File: src/rtl/execute_multdiv.sv
// Iterative signed multiply/divide for the execute stage: 32-cycle shift-add multiply and restoring divide.
// Define MULTDIV_DIV_EN to build the divider; without it DIV_CODE completes at once with an exception.
module execute_multdiv #(
    parameter logic [4:0] MUL_CODE = 5'b00110,
    parameter logic [4:0] DIV_CODE = 5'b00111
) (
    input  logic        clock,
    input  logic        reset,
    input  logic        start,
    input  logic [4:0]  ALUCode,
    input  logic [31:0] operandA,
    input  logic [31:0] operandB,
    input  logic        flush,
    output logic        busy,
    output logic        result_ready,
    output logic [31:0] result,
    output logic        exception
);

    typedef enum logic [1:0] {IDLE, MUL, DIV, DONE} stateT;

    stateT       state;
    logic [4:0]  iterCount;
    logic        negResult;
    logic [63:0] acc;
    logic [63:0] mcand;
    logic [31:0] mplier;

    logic        isMul;
    logic        isDiv;
    logic        accept;
    logic [31:0] magA;
    logic [31:0] magB;
    logic [63:0] accNext;
    logic [63:0] prodSigned;
    logic        mulOvf;

`ifdef MULTDIV_DIV_EN
    logic [31:0] rem;
    logic [31:0] quo;
    logic [31:0] divisor;
    logic [32:0] remShift;
    logic [32:0] remDiff;
    logic        quoBit;
    logic [31:0] remNext;
    logic [31:0] quoNext;
    logic [31:0] quoSigned;
    logic        divOvf;
`endif

    // 0x80000000 maps to 2^31, which still fits an unsigned 32-bit magnitude.
    function automatic logic [31:0] magnitude(input logic [31:0] v);
        return v[31] ? (32'd0 - v) : v;
    endfunction

    function automatic logic [63:0] applySign64(input logic [63:0] v, input logic neg);
        return neg ? (64'd0 - v) : v;
    endfunction

    function automatic logic [31:0] applySign32(input logic [31:0] v, input logic neg);
        return neg ? (32'd0 - v) : v;
    endfunction

    function automatic logic fitsSigned32(input logic [63:0] v);
        return (&v[63:31]) | ~(|v[63:31]);
    endfunction

    assign isMul  = start && (ALUCode == MUL_CODE);
    assign isDiv  = start && (ALUCode == DIV_CODE);
    assign accept = reset && (state == IDLE) && (isMul || isDiv) && !flush;

    // The issuing instruction must stall in its own cycle, hence the combinational accept term.
    assign busy         = (state != IDLE) || accept;
    assign result_ready = (state == DONE) && !flush;

    assign magA = magnitude(operandA);
    assign magB = magnitude(operandB);

    assign accNext    = acc + (mplier[0] ? mcand : 64'd0);
    assign prodSigned = applySign64(accNext, negResult);
    assign mulOvf     = ~fitsSigned32(prodSigned);

`ifdef MULTDIV_DIV_EN
    // Partial remainder stays below the divisor (<= 2^31), so a 33-bit trial subtract is exact.
    assign remShift  = {rem, quo[31]};
    assign remDiff   = remShift - {1'b0, divisor};
    assign quoBit    = ~remDiff[32];
    assign remNext   = quoBit ? remDiff[31:0] : remShift[31:0];
    assign quoNext   = {quo[30:0], quoBit};
    assign quoSigned = applySign32(quoNext, negResult);
    assign divOvf    = ~negResult & quoNext[31];
`endif

    // Control stage: state, iteration count and the architecturally visible outputs.
    always_ff @(posedge clock or negedge reset) begin
        if (!reset) begin
            state     <= IDLE;
            iterCount <= 5'd0;
            result    <= 32'd0;
            exception <= 1'b0;
        end else begin
            case (state)
                IDLE: begin
                    if (accept) begin
                        iterCount <= 5'd0;
                        if (isMul) begin
                            state <= MUL;
                        end else begin
`ifdef MULTDIV_DIV_EN
                            if (operandB == 32'd0) begin
                                state     <= DONE;
                                result    <= 32'd0;
                                exception <= 1'b1;
                            end else begin
                                state <= DIV;
                            end
`else
                            state     <= DONE;
                            result    <= 32'd0;
                            exception <= 1'b1;
`endif
                        end
                    end
                end
                MUL: begin
                    if (flush) begin
                        state <= IDLE;
                    end else begin
                        iterCount <= iterCount + 5'd1;
                        if (iterCount == 5'd31) begin
                            state     <= DONE;
                            result    <= prodSigned[31:0];
                            exception <= mulOvf;
                        end
                    end
                end
`ifdef MULTDIV_DIV_EN
                DIV: begin
                    if (flush) begin
                        state <= IDLE;
                    end else begin
                        iterCount <= iterCount + 5'd1;
                        if (iterCount == 5'd31) begin
                            state     <= DONE;
                            result    <= quoSigned;
                            exception <= divOvf;
                        end
                    end
                end
`endif
                DONE:    state <= IDLE;
                default: state <= IDLE;
            endcase
        end
    end

    // Datapath stage: operand latch on accept, then one multiply or divide step per cycle.
    always_ff @(posedge clock) begin
        if (accept) begin
            negResult <= operandA[31] ^ operandB[31];
            acc       <= 64'd0;
            mcand     <= {32'd0, magA};
            mplier    <= magB;
`ifdef MULTDIV_DIV_EN
            rem       <= 32'd0;
            quo       <= magA;
            divisor   <= magB;
`endif
        end else if (state == MUL) begin
            acc    <= accNext;
            mcand  <= mcand << 1;
            mplier <= mplier >> 1;
        end
`ifdef MULTDIV_DIV_EN
        else if (state == DIV) begin
            rem <= remNext;
            quo <= quoNext;
        end
`endif
    end

endmodule

File: config.mk
export PLATFORM = sky130hd
export DESIGN_NAME = execute_multdiv
export DESIGN_NICKNAME = d
export VERILOG_FILES = /design/src/rtl/execute_multdiv.sv
export SDC_FILE = /design/constraint.sdc
export NUM_CORES = 1
export LEC_CHECK = 0
export ABC_CLOCK_PERIOD_IN_PS = 9800
export BUFFER_PORTS_ARGS = -buffer_cell sky130_fd_sc_hd__buf_2
export CAP_MARGIN = 20
export CORE_ASPECT_RATIO = 1.5
export CORE_MARGIN = 1.5
export CORE_UTILIZATION = 55
export CTS_CLUSTER_DIAMETER = 150
export CTS_CLUSTER_SIZE = 14
export DETAILED_ROUTE_END_ITERATION = 8
export GPL_TIMING_DRIVEN = 1
export HOLD_SLACK_MARGIN = 0.15
export MAX_ROUTING_LAYER = met4
export PLACE_DENSITY = 0.74
export SYNTH_ARGS = -nofsm -noshare
export SYNTH_HDL_FRONTEND = slang
export SYNTH_SLANG_ARGS = --single-unit
File: constraint.sdc
create_clock -name clock -period 9.8 [get_ports clock]
set_input_delay 1.47 -clock clock [delete_from_list [all_inputs] [get_ports clock]]
set_output_delay 1.47 -clock clock [all_outputs]
set_load 0.005 [all_outputs]
=== Word-level counts from Yosys, hierarchy flattened ===
Cells that the tools add are included.

* Register bits: 201
* Input bits: 73
* Output and inout bits: 35
* Word-level logic and storage cells: 72

* Add/sub/neg operators: 5
* Equality and inequality tests: 10
* Multiplexer cells: 26
* Bitwise gates (word level): 4
* Reductions and logical operators: 18

{| class="wikitable"
|+ Operators with widths
! kind !! number
|-
| $mux 32 || 10
|-
| $mux 64 || 2
|-
| $add 64x64->64 || 1
|-
| $pmux 32 s2 || 1
|-
| $sub 1x32->32 const A || 2
|-
| $sub 1x64->64 const A || 1
|-
| $reduce_and 33->1 || 1
|-
| $reduce_or 33->1 || 1
|-
| $eq 5x3->1 const B || 2
|-
| $mux 5 || 2
|-
| $pmux 5 s2 || 1
|-
| $mux 2 || 4
|-
| $ne 2x2->1 const B || 4
|-
| $logic_and 1x1->1 || 6
|-
| $reduce_bool 2->1 || 3
|-
| $add 5x1->5 const B || 1
|-
| $eq 5x5->1 const B || 1
|-
| $reduce_and 5->1 || 1
|-
| $mux 1 || 4
|-
| $pmux 2 s2 || 1
|-
| $ne 3x3->1 const B || 1
|-
| $reduce_and 3->1 || 1
|-
| $eq 2x1->1 const B || 1
|-
| $eq 2x2->1 const B || 1
|-
| 8 further kinds || 10
|}

=== Logic depth before layout (Yosys ltp) ===
Gate-level depths: netlist (run 1).

* Depth after elaboration: 11
* Gate-level depth with buffers: 23
* Depth with buffers taken out: 19

=== Worst setup path before layout (run 1) ===
No wires, ideal clock.

* Path type: register -> register
* From: reg mplier[0]
* To: reg exception
* Library setup time: 0.124 ns
* Arrival: 5.809 ns
* Required time: 9.676 ns
* Setup slack: 3.867 ns
* Stages on the path, launching flop included: 22
* Path buffers: 2
* Period minus slack after synthesis: 5.933 ns
* Path through: edfxtp_1 > clkbuf_1 > clkbuf_1 > and2_1 > ha_1 > inv_1 > fa_1 > nor2b_1 > o221a_2 > o22ai_2 > o31a_1 > xnor2_1 > nor4b_1 > nand4_1 > nor3_2 > nand3_1 > o31ai_1 > xor2_1 > or3_1 > a2111oi_2 > nand4_1 > o31a_1

* Cells in the longest elaborated chain, start to end: 11
* Elaborated cells on any way between the ends: 12
* Classes of those cells: add/sub (2); mux (5); bitwise (3); reduce/logical (2)

{| class="wikitable"
|+ RTL lines
! element !! RTL line !! source
|-
| start: declaration || 27 || <nowiki>logic [31:0] mplier;</nowiki>
|-
| start signal: assignment || 163 || <nowiki>mplier <= magB;</nowiki>
|-
| start signal: assignment || 172 || <nowiki>mplier <= mplier >> 1;</nowiki>
|-
| $mux 64 * || 79 || <nowiki>assign accNext = acc + (mplier[0] ? mcand : 64'd0);</nowiki>
|-
| $add 64x64->64 * || 79 ||
|-
| $sub 1x64->64 || 57 || <nowiki>return neg ? (64'd0 - v) : v;</nowiki>
|-
| $mux 64 * || 57 ||
|-
| $reduce_or 33->1 || 65 || <nowiki>return (&v[63:31]) | ~(|v[63:31]);</nowiki>
|-
| $not 1->1 || 65 ||
|-
| $or 1x1->1 * || 65 ||
|-
| $not 1->1 * || 81 || <nowiki>assign mulOvf = ~fitsSigned32(prodSigned);</nowiki>
|-
| $mux 1 * || 130 || <nowiki>if (iterCount == 5'd31) begin</nowiki>
|-
| $mux 1 * || 126 || <nowiki>if (flush) begin</nowiki>
|-
| $pmux 1 s2 * || 102 || <nowiki>case (state)</nowiki>
|-
| end signal: assignment || 133 || <nowiki>exception <= mulOvf;</nowiki>
|-
| end: declaration || 17 || <nowiki>output logic exception</nowiki>
|}

Mark *: on every way between the ends. The rest lies on a longest branch, timed or not. The select of a mux whose other input is x is not followed.
A chain may end at the register's enable or synchronous reset.

=== Worst setup path in the final report (run 1) ===
Ends and elaborated chain as after synthesis.

==> results of run 1 <==
## metrics by stage
stage	std cells	worst slack, ns	hold slack [ns]
3_5_place_dp	2356	2.91	0.450
4_1_cts	2386	2.92	0.462
3_3_place_gp	2356	3.18	0.446
5_1_grt	2387	2.24	0.475
2_1_floorplan	2004	3.87	0.432
6_report	2387	2.82	0.461
## cell usage after synthesis, drive strengths merged (7+ instances only)
cell type,number,share of area [%]
a211oi,22,1.1
a21boi,7,0.34
a21o,32,1.5
a21oi,92,3.0
a22o,13,0.73
a31oi,14,0.56
and2,69,2.8
and3,12,0.48
buf,8,0.20
clkbuf,114,2.7
dfrtp,40,6.4
dfxtp,96,12
edfxtp,65,13
ha,68,5.5
inv,35,0.84
nand2,334,8.0
nand2b,7,0.28
nand3,76,2.5
nand4,39,1.6
nor2,103,2.5
nor2b,7,0.28
nor3,37,1.4
nor4,22,0.88
o211ai,13,0.63
o21a,16,0.78
o21ai,272,8.7
o21bai,13,0.63
o31ai,30,1.5
o41ai,14,0.79
or2,15,0.62
or3,36,1.4
or4,15,0.77
xnor2,62,3.5
xor2,100,5.6
## state kept, by name (all words and copies together) (netlist names)
| signal | flops |
|---|---|
| exception | 1 |
| state | 2 |
| negResult | 1 |
| iterCount | 5 |
| result | 32 |
| mplier | 32 |
| acc | 64 |
| mcand | 64 |
## final timing paths
path                                          end  slack [ns]  cells after the start
setup / recovery            exception$_DFFE_PN0P_        2.82                     19
hold / removal               acc[58]$_SDFFE_PP0P_        0.46                      2
setup reg to reg            exception$_DFFE_PN0P_        2.82                     19
hold reg to reg              acc[58]$_SDFFE_PP0P_        0.46                      2
max in group asynchronous  result[25]$_DFFE_PN0P_        8.13                      1
min in group asynchronous  result[24]$_DFFE_PN0P_        1.09                      1
## area by class of cell
cell class | count | area, sq um | area share [%]
tap | 346 | 433 | 2.57
multi-input combinational | 1645 | 10200 | 60.3
sequential | 201 | 4870 | 28.9
inverter | 36 | 135 | 0.802
timing repair buffer | 129 | 721 | 4.28
clock inverter | 1 | 11.3 | 0.0668
clock buffer | 29 | 513 | 3.05
## cells by family after synthesis
logic type / after synthesis
AOI/OAI and AO/OA: 601
xor gates and xnor gates: 162
adders and majority gates: 69
buffers and inverters: 158
DFF: 201
muxes: 10
and+or+nand+nor: 803
## power by group through the flow
stage | logic, mW | clock network (mW) | registers [mW]
4_1_cts | 2.91 | 0.701 | 1.22
2_1_floorplan | 2.05 | 0 | 1.18
3_3_place_gp | 2.86 | 0 | 1.23
5_1_grt | 3.22 | 0.738 | 1.24
3_5_place_dp | 2.90 | 0 | 1.23
6_report | 2.99 | 0.692 | 1.22
## worst max-delay path, delay by kind of cell (launching register included)
kind            cells  cell delay (ns)
compound gates      7             2.46
xor+xnor            1             0.12
fa+ha+maj           1             0.24
buf+inv             2             0.55
flops               1             0.33
simple gates        8             3.15
## metal layers
layer	routed length (microns)	GRT usage [%]	part of all wire (%)	vias up
li1	-	-	-	7330
met1	17700	34.0	37	7153
met2	24800	61.4	51	501
met3	2150	4.29	4.5	217
met4	3580	21.6	7.4	0
met5	0	-	0	-
==> results.md, run 1 <==
- The flow ran to the end, and the final reports show no timing, DRC or antenna violations.
- The TritonCTS clock tree is built.
- The critical path is of the reg2reg type.
- The register bit count reported by yosys is 201.
- Cells fill between 60 and 70% of the core in the end.
- After routing, the total negative slack on setup checks comes to 0 ns.
- The final clock skew is 0.0218 ns.
- The core outline area is between 20000 and 30000 sq um.
- In this design, the stage delay of the slowest critical-path cell is around 0.86 ns.
- Setup repair after global routing left no endpoint under its margin.
- Walking the worst path, the cells encountered are buf_4 > nand2_1 > inv_1 > ha_1 > a211oi_1 > nor4_1 > a2111oi_0 > a311o_1 > o21ai_1 > nor4b_1 > nand4_1 > nor3_2 > nand3_1 > o31ai_1 > xor2_1 > or3_1 > a2111oi_2 > nand4_1 > o31a_1.
- The measured slew at the worst slew-check pin is approximately 1.1 ns.
- The synthesized-area fraction occupied by adder cells is under 10%.
- The gate count after technology mapping is between 2000 and 2500.
- The total count of max-transition violations in the final report was 0.
- The xor/xnor cell area share of the yosys netlist is about 9.1%.
- The launching point of the worst reg2reg path is mplier[0]$_DFFE_PP_.
- The overall die width is approximately 140 microns.
- The summed instance area of the synthesized netlist is ~16000 sq um.
- The number of input and output port buffers inserted is ~110.
- The worst hold path class is reg2reg.
- The analysis attributes to cell leakage a power of roughly 7.0 nW.
- After detailed routing, the number of remaining DRC violations is 0.
- ~110 I/O pins were placed.
- The repair_antennas step left the layout with diodes totalling 0.
- Power comes to 4.90 mW.
- The number of global-route vias before repair is about 15000.
- The die is 209 microns tall.
- STA classifies the critical path startpoint as a flop.
- Leaving out fill and tap cells, the most frequent cell in the layout is nand2_1.
- The distinct cell type count of the synthesized netlist is 97.
- The number of sinks driven by the clock tree is roughly 200.
- The portion of total power attributed to combinational logic is 61.0%.
- The number of antenna-violating nets in the routed design is 0.
- Summing the sequential cell areas from Yosys gives a little under a third of the chip area.
- The starting utilization of the core area is 55.8%.
- The multiplexer area fraction after synthesis is 0.674%.
- STA puts the critical path data required time at between 10 and 15 ns.
- The clock tree buffer depth is 3.
- The synthesis-to-layout area growth is 8.01%.
- The floorplan step defined a die boundary enclosing between 20000 and 30000 sq um.
- The initial antenna violation count was 0.
- The most numerous cell type found on the critical path is nand4_1.
- After synthesis, the mean cell area works out to between 7 and 8 sq um.
- The library cell used as clock root buffer is clkbuf_16.
- Internal power comes to roughly 2.5 mW.
- The net count reported at finish is roughly 2200.
- Leaving out fill and tap cells, the most frequent cells in the layout are nand2_1, o21ai_0, buf_2, nor2_1, xor2_1.
- Summing the areas of all compound-gate instances in the mapped netlist gives 24.1% of the synthesized area.
- The CTS buffer count is 18.
- Across the VDD grid, the largest voltage drop is about 0.18 mV.
- Global routing used 33.8% of the available tracks across all layers.
- The share of layout cells above drive strength 1 is 9.65%.
- The area share of and/or/nand/nor cells after synthesis is 25.4%.
- Yosys printed 0 warnings.
- The areal power density over the cells is ~290 nW/um^2.
- The initial DRC count is 955.
- The total overflow left after global routing is 0.
- The clock network is responsible for around 14% of the overall power.
- In this run the worst path has a maximum fanout of 64.
- In the finished design, the share of the clock period the worst path needs comes to between 70% and 80%.
- The level count of the clock H-tree is 1.
- Data arrives at the worst endpoint at ~7.4 ns.
- After clock tree synthesis, the clock-pin slew on the worst setup and hold paths is about 0.080 ns.
- The final-report hold violation count is 0.
- The final route contains 15200 vias.
- The first global-routing pass estimated slightly below 80 mm of wire.
- In the synthesized netlist the dominant register cell turns out to be dfxtp_1.
- Across the run, the number of max-cap violations was 0.
- The number of instances resized during post-cts repair is 0.
- Summed over all nets, the switching power comes to approximately 2.4 mW.
- The number of hold buffers added after CTS was 0.
- The register share of total power is about 25%.
- Derived from the worst setup path, the maximum achievable clock frequency is between 100 and 150 MHz.
- The switching part of the total is 49.8%.
- The placed wire-length estimate is 36.8 mm.
- The largest individual stage delay along the critical path comes from the cell nor4b_1.
- After synthesis, the largest family of logic cells by area is simple AND/OR/NAND/NOR gates.
- The worst hold path begins at acc[58]$_SDFFE_PP0P_.
- The filler cells instantiated in the layout total 2639.
- The synthesized net count is ~2100.
- The worst path in the final design needs a cycle of ~7.0 ns, including I/O delays and setup.
- The global placement routability congestion is roughly 1.0.
- The proportion of synthesized flip-flops having asynchronous set or reset is between 10% and 20%.
- The total cell area at the placement stage is approximately 16000 sq um.
- The start point of the critical path is mplier[0]$_DFFE_PP_.
- The final setup violation count is 0.
- The kind of end point of the critical path is a flop.
- The finished cells cover about 17000 sq um.
- The number of setup buffers added after CTS is 0.
- For this block, the routed nets add up to 48.3 mm of wire.
- The average via count per standard cell is roughly 6.4.
- The headroom to the max-slew limit is 26.7%.
- For the worst-skew pair, the clock arrives at the later sink with an insertion delay of roughly 0.53 ns.
- Entering global routing, the biggest net connects ~110 pins.
- The count of flip-flops with a built-in enable after synthesis is 65.
- Dividing the detail-routed wire length by the instance count gives ~20 microns.
- Row generation in the floorplan step produced between 70 and 80 rows.
- The length of the first detailed-routing pass in iterations is 8.
Power figures use the tool's default switching activity.
==> run 2: changes to the inputs <==
ABC_CLOCK_PERIOD_IN_PS = 5800   (was 9800)
PLACE_DENSITY = 0.77   (was 0.74)
clock period = 5.8 ns   (was 9.8 ns; I/O delays follow)
==> results.md, run 2 (synthesis results as in run 1) <==
- For this run, design rule violations remaining after detail routing come to 0.
- The total count of max-transition violations in the final report came to 0.
- The initial DRC count is around 900.
- The largest vdd supply drop is ~0.26 mV.
- The TritonCTS clock tree is built.
- The multi-input combinational cell area is between 10000 and 15000 sq um.
- The cell-internal power is about 4.6 mW.
- By instance count, the cell type seen most on the critical path is buf_4.
- Clock tree synthesis found a total of 201 sinks.
- In this run the number of H-tree levels came out at 1.
- The number of antenna diodes in the final layout is 0.
- The final global-route overflow total is 0.
- For this design the static power due to leakage is approximately 7.5 nW.
- The portion of total power attributed to combinational logic is between 60% and 70%.
- In this run, the clock network consumes a little over an eighth of the power.
- The root buffer cell chosen for the clock tree is clkbuf_16.
- The switching component of the power is ~4.4 mW.
- The floorplan step defined a core boundary enclosing between 20000 and 30000 sq um.
- The library cells used most frequently in the layout, excluding fill and tap cells, are nand2_1, o21ai_0, buf_4, buf_2, nor2_1.
- The average via count per standard cell is between 6 and 7.
- The initial antenna violation count was 0.
- The kind of end point of the critical path is a flop.
- Counting I/O delays and the setup requirement, the final critical path takes between 5 and 6 ns.
- The critical path in this run is classified as reg2reg.
- The number of global-route vias before repair is between 15000 and 20000.
- The signal on the critical path passes through buf_12 > and2_1 > ha_1 > buf_4 > nand4_1 > nor4_1 > o21ai_0 > nand3_1 > buf_4 > a21o_1 > a211o_1 > a21boi_1 > or4bb_1 > buf_4 > nor4_2 > buf_4 > mux2_2 > a211oi_1 > o2111ai_1 > nor3_1 > a31oi_1 > o31a_1.
- The starting utilization of the core area is ~56%.
- The largest registers in the layout are acc x64, mcand x64.
- Registers take about 4900 sq um.
- Detailed placement finished with a half-perimeter wire length of between 30 and 40 mm.
- The measured slew at the worst slew-check pin is about 1.2 ns.
- Counting along the longest clock path gives a buffer depth of 3.
- Relative to the synthesized area, the layout overhead comes to 14.1%.
- The register share of total power is 23.1%.
- The final critical path takes up 97.8% of the cycle.
- The final setup violation count is 0.
- The path class of the tightest hold or removal check is reg2reg.
- For the worst setup path, the data arrival time is a little over 6 ns.
- The number of input and output port buffers inserted is between 100 and 150.
- The fmax is between 150 and 200 MHz.
- The worst setup path is launched from a flop.
- The number of placed I/O pins is ~110.
- The die height is approximately 210 microns.
- The routed wire length is 49.8 mm.
- Across the run, the number of max-cap violations was 0.
- The number of inserted filler cells in the final layout is 2505.
- The share of layout cells above drive strength 1 is between 10% and 20%.
- Leaving out fill and tap cells, the most frequent cell in the layout is nand2_1.
- The areal power density over the cells is a little over 500 nW/um^2.
- The flow ran to the end, and the final reports show no timing, DRC or antenna violations.
- The total number of vias is about 16000.
- The worst stage delay on the critical path is about 0.57 ns.
- The total cell area at the placement stage is 17000 sq um.
- The post-detailed-route wirelength per cell is 20.0 microns.
- The setup total negative slack is 0 ns.
- TritonCTS created 18 clock buffers.
- The first global-routing pass estimated a little under 80 mm of wire.
- The overall die width is about 140 microns.
- The count of non-filler cells in the finished layout is 2484.
- After the last flow step, the layout net total stands at 2271.
- With fillers left out, the area of the finished cells amounts to about 18000 sq um.
- The final-report hold violation count is 0.
- The largest individual stage delay along the critical path comes from the cell or4bb_1.
- Once detail routing completed, the nets flagged for antenna violations numbered 0.
- On the final layout, the worst clock skew is 0.0296 ns.
- The pin count of the biggest net entering global routing is ~110.
- The floorplan has 75 rows.
- The post-placement cell count is 2447.
- The area of the die is about 29000 sq um.
- Net switching is between 40 and 50% of the power.
- The clock insertion delay at the later pin of the skew report is around 0.52 ns.
- The clock slew at the register clock pins of the worst setup and hold paths is around 0.07 ns.
- For the worst setup path, the data required time is 6.19 ns.
- The global-route usage over all layers is between 30% and 40%.
- In this run the worst path has a maximum fanout of 37.
- Measured against its own limit, the worst slew margin works out to between 20% and 30%.
- Routability-driven placement finished with a final weighted congestion of between 1 and 1.5.
- The length of the first detailed-routing pass in iterations is 7.
-- run 2: timing repair --
item,4_1_cts,5_1_grt
pin swaps,0,9
setup buffers,0,7
endpoints found under the setup margin,1,1
hold endpoints to repair,0,0
hold buffers,0,0
resized for setup,3,41
gates cloned,0,0
-- run 2: layout make-up --
cell class / instances / share of cell area (%)
clock buffer: 28 / 2.86
clock inverter: 1 / 0.0633
inverter: 36 / 0.759
multi-input combinational: 1645 / 58.2
sequential: 201 / 27.4
tap: 346 / 2.43
timing repair buffer: 227 / 8.25
-- run 2: path summary, 6_finish.rpt --
path | end | cells after the start | slack [ns] | start
worst max-delay path | exception$_DFFE_PN0P_ | 22 | 0.12 | mplier[0]$_DFFE_PP_
worst min-delay path | acc[47]$_SDFFE_PP0P_ | 2 | 0.46 | acc[47]$_SDFFE_PP0P_
worst max register to register | exception$_DFFE_PN0P_ | 22 | 0.12 | mplier[0]$_DFFE_PP_
worst min register to register | acc[47]$_SDFFE_PP0P_ | 2 | 0.46 | acc[47]$_SDFFE_PP0P_
max in group asynchronous | result[19]$_DFFE_PN0P_ | 1 | 4.72 | reset
min in group asynchronous | iterCount[3]$_DFFE_PN0P_ | 1 | 0.50 | reset
-- run 2: worst max-delay path: cells and delay by family (launching register included) --
family,cells,cell delay (ns)
buffers and inverters,5,0.88
AOI/OAI and AO/OA,8,1.44
DFF,1,0.42
adders and majority gates,1,0.33
muxes,1,0.35
and+or+nand+nor,7,2.13
-- run 2: power by group through the flow --
stage | clock (mW) | sequential [mW] | combinational, mW
after floorplan | 0 | 2.00 | 3.46
after global placement | 0 | 2.08 | 5.41
after detailed placement | 0 | 2.09 | 5.46
after CTS | 1.18 | 2.06 | 5.50
after global routing | 1.24 | 2.11 | 6.13
final | 1.16 | 2.07 | 5.75
-- run 2: stage by stage --
step	hold WS, ns	utilization (%)	total power, mW	worst slack [ns]
floorplan	0.432	-	5.46	0.0439
global placement	0.446	60.8	7.49	0.0112
detailed placement	0.452	60.8	7.55	-0.0970
CTS	0.465	62.7	8.74	0.0200
global route	0.476	63.7	9.48	-0.0414
finish	0.462	63.7	8.99	0.125
-- run 2: layer usage --
metal  wire length, microns  up-vias  share of wire (%)  GRT usage (%)
li1                       -     7516                  -              -
met1                  17600     7255                 35           33.2
met2                  25700      533                 52           62.4
met3                   2380      235                4.8           4.19
met4                   4090        0                8.2           23.3
met5                      0        -                  0              -
==> run 3: changes to the inputs <==
ABC_AREA = 1   (was default)
CTS_BUF_LIST = sky130_fd_sc_hd__clkbuf_8 sky130_fd_sc_hd__clkbuf_16   (was default)
PLACE_DENSITY = 0.76   (was 0.77)
==> results.md, run 3 <==
- Across all hold checks on the routed design, the worst slack comes to roughly 0.4 ns.
- The met2 routing resource usage after global routing is between 70% and 80%.
- The routed wire length is slightly above 70 mm.
- The initial antenna violation count came to 3.
- The starting utilization of the core area is between 50% and 60%.
- The fraction of power consumed by the clock network is about 16%.
- The final global-route overflow total is 0.
- Ranked by instance count, the synthesized netlist is headed by nand2_1, inv_1, nor2_1.
- The gate count after technology mapping is 3109.
- Derived from the worst setup path, the maximum achievable clock frequency is roughly 190 MHz.
- Once detailed placement completed, the half-perimeter wirelength came to approximately 56 mm.
- The worst register-to-register path begins at mplier[0]$_DFFE_PP_.
- CTS built an H-tree with a depth of 1.
- The TritonCTS clock tree is built.
- The portion of total power attributed to combinational logic is between 50% and 60%.
- The count of flip-flops with a built-in enable after synthesis is 65.
- In this design, the critical path's most frequently occurring cell is nand2_1.
- The post-synthesis average cell area is between 5 and 6 sq um.
- The initial DRC count is between 1000 and 1500.
- The CTS buffer count is 18.
- The measured slew at the worst slew-check pin is ~1.0 ns.
- The analysis attributes to cell leakage a power of 11.2 nW.
- The die covers around 34000 sq um.
- Power spread over the standard cell area amounts to around 390 nW/um^2.
- The number of inserted filler cells in the final layout is around 3200.
- The number of instances resized during post-cts repair is 0.
- The clock drives 201 sinks.
- The clock tree buffer depth is 3.
- Buffers placed on the I/O ports in this run total approximately 110.
- The global placement routability congestion is approximately 1.1.
- Setup violations remaining at the end of the flow were counted as 0.
- The kind of end point of the critical path is a flop.
- The largest vdd supply drop is ~0.25 mV.
- Leaving out fill and tap cells, the most frequent cells in the layout are nand2_1, inv_1, nor2_1, nand3_1, o21ai_0.
- The worst stage delay on the critical path is 0.59 ns.
- The cell with the most instances after synthesis is nand2_1.
- The number of global-route vias before repair is slightly below 20000.
- The distinct cell type count of the synthesized netlist is 51.
- The total count of max-transition violations in the final report came to 0.
- The startpoint class of the critical path is a flop.
- The slowest stage cell on the critical path is ha_1.
- The most common library cell in the layout ignoring fill and taps is nand2_1.
- Ranked by total cell area, the synthesized netlist is headed by nand2_1, inv_1, edfxtp_1.
- Setup repair after global routing left no endpoint under its margin.
- The highest fanout seen on the critical path is 57.
- Across the routed clock network, the largest skew measured is between 0.03 and 0.04 ns.
- In the final layout, the registers with the most flip-flops are acc x64, mcand x64.
- The floorplan has 81 rows.
- Adding up every negative setup slack in the final design gives 0 ns.
- The portion of the clock cycle consumed by the worst path in the final layout is about nine tenths.
- Global routing consumed, over all layers together, between 40% and 50% of the routing resources.
- Dividing the detail-routed wire length by the instance count gives roughly 19 microns.
- The internal power of the cells totals 3.44 mW.
- The most congested layer reported by global routing is met2.
- Among all flip-flop cells after synthesis, the most frequent one is dfxtp_1.
- The wire length of the first global-routing pass is between 100 and 150 mm.
- The net count reported at finish is approximately 3300.
- The leading area contributor after synthesis is nand2_1.
- The headroom to the max-slew limit is around a third.
- The worst hold path class is in2async.
- The final-report hold violation count is 0.
- Cells with a size suffix above 1 make up approximately 7.6% of the layout.
- Global routing consumed, on the met3 layer, approximately 8.8% of the routing resources.
- Entering global routing, the biggest net connects 120 pins.
- The max-cap violation count is 0.
- The multi-input combinational cell area is 10900 sq um.
- For this design, the CTS-stage hold fixing added 0 buffers.
- The number of warnings printed during yosys synthesis is 0.
- The register bit count reported by yosys is 201.
- Data on the critical path arrives at its endpoint at ~5.6 ns.
- The core region is roughly 33000 sq um.
- The setup path with the least slack is of type reg2reg.
- The run finished with clean final reports.
- The switching part of the total is between 50% and 60%.
- Clock-pin slew was measured on the worst setup and hold paths at 0.09 ns.
- Buffers added to address setup during post-CTS repair amount to 0.
- The analysis attributes to net switching a power of 4.14 mW.
- Sequential elements use between 20% and 30% of the synthesized area.
- When the netlist entered floorplanning its net count stood at about 3300.
- The area share of the largest cell type after synthesis is between 20% and 30%.
- The summed instance area of the synthesized netlist is between 15000 and 20000 sq um.
- For met1 alone, demand over resource in global routing was 40.1%.
- For the worst setup path, the data required time is between 6 and 7 ns.
- After detailed routing, the number of remaining DRC violations is 0.
- For flop-to-flop paths, the worst setup slack is around 0.61 ns.
- The register cell area after layout is just under 5000 sq um.
- The endpoint of the most critical register-to-register path is exception$_DFFE_PN0P_.
- In this run the remaining antenna-violating nets after routing total 0.
- In this run the clock root is driven by a clkbuf_16.
- The length of the first detailed-routing pass in iterations is 7.
- In the routed layout, each cell is associated on average with a via count of approximately 5.6.
- The area growth from synthesis to layout is 8.32%.
- The register share of total power is about a quarter.
- The die is 151 microns wide.
- The proportion of synthesized flip-flops having asynchronous set or reset is approximately a fifth.
- The shortest clock period the worst path allows after layout is between 5 and 6 ns.
- Measured on the finished design, the core utilization comes to 60.4%.
- Across all layers, the routed design uses approximately 20000 vias.
- The die height is 225 microns.
- The number of placed I/O pins is ~110.
- The length in cells of the worst reg-to-reg path is 30.
- The clock insertion delay at the later pin of the skew report is between 0.5 and 0.6 ns.
## run 3: cell types whose count changed after synthesis, moves of 41 or more
cell,before,now
o21ai_0,267,162
and2_1,68,3
nand2_1,334,1202
clkbuf_1,114,54
inv_1,35,546
nand3_1,75,184
xnor2_1,62,21
xor2_1,100,56
nor2_1,103,272
## run 3: logic make-up (layout without fill, tap and decap cells)
kind of cell             Yosys count  after routing  synth area share, %
buffers and inverters            631            720                 13.1
flip-flops                       201            201                 26.9
adder cells (fa/ha/maj)           69             69                 4.80
AO/OA/AOI/OAI                    306            306                 9.79
XOR/XNOR                          77             77                 3.72
AND/OR/NAND/NOR                 1825           1825                 41.7
other                              0              3                    0
## run 3: final cells by class
cell class,instances,share of cell area (%)
antenna,3,0.0382
clock buffer,19,2.42
clock inverter,12,0.268
inverter,569,10.9
multi-input combinational,2277,55.5
sequential,201,24.8
tap,415,2.64
timing repair buffer,120,3.39
## run 3: how the worst max path moves through the flow
| stage | end | from | depth (start not counted) |
|---|---|---|---|
| floorplan | exception$_DFFE_PN0P_ | mplier[0]$_DFFE_PP_ | 35 |
| global placement | exception$_DFFE_PN0P_ | mplier[0]$_DFFE_PP_ | 30 |
| detailed placement | exception$_DFFE_PN0P_ | mplier[0]$_DFFE_PP_ | 30 |
| CTS | exception$_DFFE_PN0P_ | mplier[0]$_DFFE_PP_ | 30 |
| global route | exception$_DFFE_PN0P_ | mplier[0]$_DFFE_PP_ | 31 |
| finish | exception$_DFFE_PN0P_ | mplier[0]$_DFFE_PP_ | 30 |
## run 3: routing by layer
metal	up-vias	share of wire, %
li1	9801	-
met1	9137	33
met2	887	47
met3	400	6.8
met4	0	13
met5	-	0
## run 3: metrics by stage
stage          instances  instance area [sq um]  worst slack [ns]  total power [mW]
2_1_floorplan       3109                  18100              2.00              4.60
3_3_place_gp        3581                  19100             0.880              6.06
3_5_place_dp        3581                  19100             0.950              6.13
4_1_cts             3612                  19600             0.915              7.32
5_1_grt             3616                  19600             0.304              8.00
6_report            3616                  19600             0.612              7.58
## run 3: power by group through the flow
stage          Sequential [mW]  Clock [mW]  Combinational (mW)
2_1_floorplan             1.85           0                2.75
3_3_place_gp              1.97           0                4.09
3_5_place_dp              1.98           0                4.15
4_1_cts                   1.95        1.19                4.17
5_1_grt                   2.00        1.24                4.76
6_report                  2.00        1.19                4.39
## run 3: critical path, delay by kind of cell (launching register included)
family	cells	cell delay, ns
AND/OR/NAND/NOR	25	3.44
adder cells (fa/ha/maj)	1	0.59
buffers and inverters	4	0.43
flip-flops	1	0.54
